===== config.mk =====
export PLATFORM = sky130hd
export DESIGN_NAME = alt_vipvfr131_vfr_packet_generator
export DESIGN_NICKNAME = d
export VERILOG_FILES = /design/src/rtl/alt_vipvfr131_vfr_packet_generator.sv
export SDC_FILE = /design/constraint.sdc
export NUM_CORES = 1
export LEC_CHECK = 0
export BUFFER_PORTS_ARGS = -buffer_cell sky130_fd_sc_hd__buf_2
export CAP_MARGIN = 20
export CORE_MARGIN = 5
export CORE_UTILIZATION = 55
export CTS_BUF_LIST = sky130_fd_sc_hd__clkbuf_2 sky130_fd_sc_hd__clkbuf_4 sky130_fd_sc_hd__clkbuf_8
export DETAILED_ROUTE_END_ITERATION = 7
export GPL_TIMING_DRIVEN = 0
export PLACE_DENSITY = 0.76
export SLEW_MARGIN = 10
export SYNTH_ARGS = -nofsm -noshare
export SYNTH_HDL_FRONTEND = slang
export SYNTH_SLANG_ARGS = --single-unit

===== constraint.sdc =====
create_clock -name clk -period 6.5 [get_ports clk]
set_clock_uncertainty 0.1 [all_clocks]
set_input_delay 0 -clock clk [delete_from_list [all_inputs] [get_ports clk]]
set_output_delay 0 -clock clk [all_outputs]
set_load 0.1 [all_outputs]

===== src/rtl/alt_vipvfr131_vfr_packet_generator.sv =====
// Frame packet generator: emits an Avalon-ST Video control packet followed by
// an image packet whose payload is passed straight through from the pixel FIFO.
module alt_vipvfr131_vfr_packet_generator #(
  parameter int DATA_WIDTH = 10
) (
  input  logic                  clk,
  input  logic                  rst,
  input  logic                  go,
  input  logic [15:0]           width,
  input  logic [15:0]           height,
  input  logic [3:0]            interlace,
  output logic                  busy,
  output logic                  done,
  input  logic                  pix_valid,
  input  logic [DATA_WIDTH-1:0] pix_data,
  output logic                  pix_ready,
  input  logic                  dout_ready,
  output logic                  dout_valid,
  output logic [DATA_WIDTH-1:0] dout_data,
  output logic                  dout_sop,
  output logic                  dout_eop
);

  typedef enum logic [2:0] {
    IDLE      = 3'd0,
    CTRL_HDR  = 3'd1,
    CTRL_DATA = 3'd2,
    IMG_HDR   = 3'd3,
    IMG_DATA  = 3'd4
  } state_t;

  state_t      state_r;
  logic [15:0] width_r;
  logic [15:0] height_r;
  logic [3:0]  interlace_r;
  logic [3:0]  nib_r;
  logic [15:0] col_r;
  logic [15:0] row_r;
  logic        busy_r;
  logic        done_r;

  logic        xfer_s;
  logic        zero_frame_s;
  logic        last_col_s;
  logic        last_pix_s;

  // Control packet payload: width, height MSB nibble first, then interlace.
  function automatic logic [3:0] ctrl_nibble(input logic [3:0] k, input logic [15:0] w,
                                             input logic [15:0] h, input logic [3:0] il);
    case (k)
      4'd0:    ctrl_nibble = w[15:12];
      4'd1:    ctrl_nibble = w[11:8];
      4'd2:    ctrl_nibble = w[7:4];
      4'd3:    ctrl_nibble = w[3:0];
      4'd4:    ctrl_nibble = h[15:12];
      4'd5:    ctrl_nibble = h[11:8];
      4'd6:    ctrl_nibble = h[7:4];
      4'd7:    ctrl_nibble = h[3:0];
      default: ctrl_nibble = il;
    endcase
  endfunction

  assign xfer_s       = dout_valid & dout_ready;
  assign zero_frame_s = (width_r == 16'd0) || (height_r == 16'd0);
  assign last_col_s   = (col_r == width_r - 16'd1);
  assign last_pix_s   = last_col_s && (row_r == height_r - 16'd1);
  assign busy         = busy_r;
  assign done         = done_r;

  // Beat generation: headers come from registered state, pixels pass through.
  always_comb begin
    dout_valid = 1'b0;
    dout_data  = '0;
    dout_sop   = 1'b0;
    dout_eop   = 1'b0;
    pix_ready  = 1'b0;
    case (state_r)
      CTRL_HDR: begin
        dout_valid     = 1'b1;
        dout_sop       = 1'b1;
        dout_data[3:0] = 4'hF;
      end
      CTRL_DATA: begin
        dout_valid     = 1'b1;
        dout_data[3:0] = ctrl_nibble(nib_r, width_r, height_r, interlace_r);
        dout_eop       = (nib_r == 4'd8);
      end
      IMG_HDR: begin
        dout_valid = 1'b1;
        dout_sop   = 1'b1;
        dout_eop   = zero_frame_s;
      end
      IMG_DATA: begin
        dout_valid = pix_valid;
        dout_data  = pix_data;
        pix_ready  = dout_ready;
        dout_eop   = last_pix_s;
      end
      default: begin
        dout_valid = 1'b0;
      end
    endcase
  end

  // Frame sequencing, parameter latching and pixel position tracking.
  always_ff @(posedge clk or posedge rst) begin
    if (rst) begin
      state_r     <= IDLE;
      width_r     <= 16'd0;
      height_r    <= 16'd0;
      interlace_r <= 4'd0;
      nib_r       <= 4'd0;
      col_r       <= 16'd0;
      row_r       <= 16'd0;
      busy_r      <= 1'b0;
      done_r      <= 1'b0;
    end else begin
      done_r <= 1'b0;
      case (state_r)
        IDLE: begin
          if (go) begin
            width_r     <= width;
            height_r    <= height;
            interlace_r <= interlace;
            busy_r      <= 1'b1;
            state_r     <= CTRL_HDR;
          end
        end
        CTRL_HDR: begin
          if (xfer_s) begin
            nib_r   <= 4'd0;
            state_r <= CTRL_DATA;
          end
        end
        CTRL_DATA: begin
          if (xfer_s) begin
            if (nib_r == 4'd8) begin
              state_r <= IMG_HDR;
            end else begin
              nib_r <= nib_r + 4'd1;
            end
          end
        end
        IMG_HDR: begin
          if (xfer_s) begin
            col_r <= 16'd0;
            row_r <= 16'd0;
            if (zero_frame_s) begin
              busy_r  <= 1'b0;
              done_r  <= 1'b1;
              state_r <= IDLE;
            end else begin
              state_r <= IMG_DATA;
            end
          end
        end
        IMG_DATA: begin
          if (xfer_s) begin
            if (last_pix_s) begin
              busy_r  <= 1'b0;
              done_r  <= 1'b1;
              state_r <= IDLE;
            end else if (last_col_s) begin
              col_r <= 16'd0;
              row_r <= row_r + 16'd1;
            end else begin
              col_r <= col_r + 16'd1;
            end
          end
        end
        default: begin
          state_r <= IDLE;
        end
      endcase
    end
  end

endmodule


==> results.toml <==
[clock_tree]
cts.clk_slew.worst_paths_ns = 0.08
clock_path_buffers = 2
root_buffer = "clkbuf_8"
clock_latency_ns = 0.36
htree_levels = 3
tritoncts = "yes"
cts_num_sinks = 77
cts_setup_buffers = 0
ctsResizeCount = 0
cts_buffers = 9

[layout]
area_delta_synth_final_pct = 21.29
multi_input_area_sq_um = 3002
drive_above_1_share_pct = 18.00
post-route-util_pct = 68.00
nFillCells = 739
fin_cells = 822
seq_area_sq_um = 1927
fin_area_sq_um = 6223
layout.nets = 765
antenna_cells = 0

[setup_path]
crit_type = "flip-flop to output pin"
crit_chain = "nor4_1 -> nand2_1 -> nor4_1 -> nand3_1 -> a211oi_1 -> nand3_1 -> clkbuf_1 -> nor2_1 -> a21oi_1 -> o21ai_0 -> buf_2"
critPathBufInv = 2
cpPeakStageDelay_ns = 0.88
endpoint_kind = "output pin"
crit_arrival_ns = 4.32
cp_max_fo = 10
cp_top_family = "simple AND/OR/NAND/NOR gates"
worstPathRequired_ns = 6.40
cp_slowest_cell = "nor4_1"
start_kind = "flip-flop"

[timing]
hold_viol_final = 0
min_period_over_period_pct = 67.99
fin_ws_ns = 2.081
setup_tns_ns = 0
max_slew_margin_pct = 31.38
timing.hold.ws_ns = 0.01761
rsz0062_at_grt = "false"
setup_viol = 0
report.final.slew_viol_count = 0
period_needed_ns = 4.419
tightest_slew_ns = 1.020
max_clock_freq_ghz = 0.2263

[yosys]
ys_seq_elements = 77
yosysTopAreaCellShare_pct = 37.55
yosys-top-cells-count = "dfrtp_1 (77), o21ai_0 (53), nand2_1 (48)"
synth_ff_type = "dfrtp_1"
synth_most_common_cell = "dfrtp_1"
muxShareOfSynthArea_pct = 7.193
synth_fa_ha_area_share_pct = 1.951
synth_compound_area_share_pct = 17.80
async_flop_share_pct = 100.0
synth_area_leaders = "dfrtp_1 (38%), mux2_2 (6.8%), o21ai_0 (5.2%)"
synth_area_per_cell_sq_um = 8.697
synthCells = 590
ys_types = 58
yosysWarningCount = 0
synth-simple-area-share_pct = 24.21
syn_nets = 649
synth_top_family_by_area = "simple AND/OR/NAND/NOR gates"
netlist_area_sq_um = 5131
synth-xor-area-share_pct = 7.340
synth_seq_area_share_pct = 37.55
synth_edf_count = 0
synth_top_area_cell = "dfrtp_1"

[route]
routedWlPerCell_um = 17.51
num_vias = 5049
firstDrtPassIters = 5
via_per_inst = 6.142
wl_um = 14390
drt-initial-drc-count = 385
post-route-drc-count = 0
ant_nets = 0

[global_route]
grt_pass1_vias = 4830
grt_max_degree = 47
grt-ovfl-total = 0
grt.total_usage_pct = 25.77
antenna_found_initial = 0
grt_pass1_wl_um = 23780

[run]
cap_violations = 0

[die]
die_area_sq_um = 11360
start_util_pct = 56.06
ios = 67
core_sq_um = 9153
core.rowCount = 35
die-height_um = 106.6
die_x_um = 106.6

[place]
hpwlAfterDp_um = 10540
place_congestion = 0.9487
io_buffers = 65
place_inst = 767
placed_area_sq_um = 5625
dp_slack_ns = 2.435

[power_and_ir_drop]
cellLeakagePower_nw = 2.614
ir_drop_v = 0.0005415
finalPower_mw = 2.508
cellPowerDensity_nw_per_um2 = 403.1

[min_path]
hold_class = "primary input to flip-flop"

[outcome]
status = "complete, no violations"
==> worst register-to-register path, delay by kind of cell, from the launching register on <==
| kind | cells | cell delay [ns] |
|---|---|---|
| and+or+nand+nor | 5 | 2.03 |
| AOI/OAI and AO/OA | 4 | 1.04 |
| DFF | 1 | 0.52 |
| buffers and inverters | 2 | 0.42 |
==> routing by layer <==
| layer | track usage (%) | routed length, um | up-vias |
|---|---|---|---|
| li1 | - | - | 2400 |
| met4 | 5.753 | 235 | 0 |
| met1 | 38.51 | 6649 | 2372 |
| met3 | 3.913 | 1143 | 26 |
| met5 | 0 | 0 | - |
| met2 | 39.66 | 6363 | 251 |
==> report_power, final <==
group / total (mW) / internal [mW] / switching, mW
combinational: 1.29 / 0.466 / 0.825
sequential: 0.834 / 0.615 / 0.219
clock: 0.384 / 0.190 / 0.193
total: 2.51 / 1.27 / 1.24
==> path summary, 6_finish.rpt <==
kind / startpoint / to / slack, ns / cells after the start
max: height_r[3]$_DFFE_PP0P_ / dout_eop / 2.08 / 11
min: pix_valid / state_r[0]$_DFFE_PP0P_ / 0.02 / 5
max reg2reg: height_r[3]$_DFFE_PP0P_ / row_r[15]$_DFFE_PP0P_ / 2.31 / 11
min reg2reg: row_r[15]$_DFFE_PP0P_ / row_r[15]$_DFFE_PP0P_ / 0.41 / 1
max in group asynchronous: rst / state_r[0]$_DFFE_PP0P_ / 5.65 / 4
min in group asynchronous: rst / width_r[5]$_DFFE_PP0P_ / 0.08 / 3
==> sequential cells by signal, summed over array words and instances, names as in the netlist <==
signal / flops
busy: 1
col_r: 16
done: 1
height_r: 16
interlace_r: 4
nib_r: 4
row_r: 16
state_r: 3
width_r: 16
==> timing repair <==
action | CTS | global route
endpoints found under the hold margin | 115 | 0
setup endpoints to repair | 0 | 0
hold buffers | 39 | 0
==> logic make-up (layout without fill, tap and decap cells) <==
| logic type | Yosys count | in the layout |
|---|---|---|
| AO/OA/AOI/OAI | 142 | 142 |
| XOR/XNOR | 43 | 43 |
| adder cells (fa/ha/maj) | 8 | 8 |
| buffers and inverters | 51 | 172 |
| flip-flops | 77 | 77 |
| multiplexers | 33 | 33 |
| AND/OR/NAND/NOR | 236 | 236 |
==> final cells by class <==
cell class / instances / area share, %
buffer: 35 / 2.292
clock buffer: 10 / 2.211
clock inverter: 6 / 1.126
inverter: 16 / 1.005
multi-input combinational: 462 / 48.23
sequential: 77 / 30.96
tap: 111 / 2.232
timing repair buffer: 105 / 11.94
==> placed cells by master, fill, tap and decap left out, drive strengths merged, types with 9 or more instances in the layout <==
master        n
or3          13
xnor2        20
inv          18
a21oi        25
nor2         46
xor2         23
o21ai        53
dfrtp        77
and3         17
nand4        12
nand2        49
buf          70
nor3         17
nand3        22
nor4         15
mux2         31
clkbuf       41
a22oi        17
nand2b        9
dlygate4sd3  39
Power figures use the tool's default switching activity.
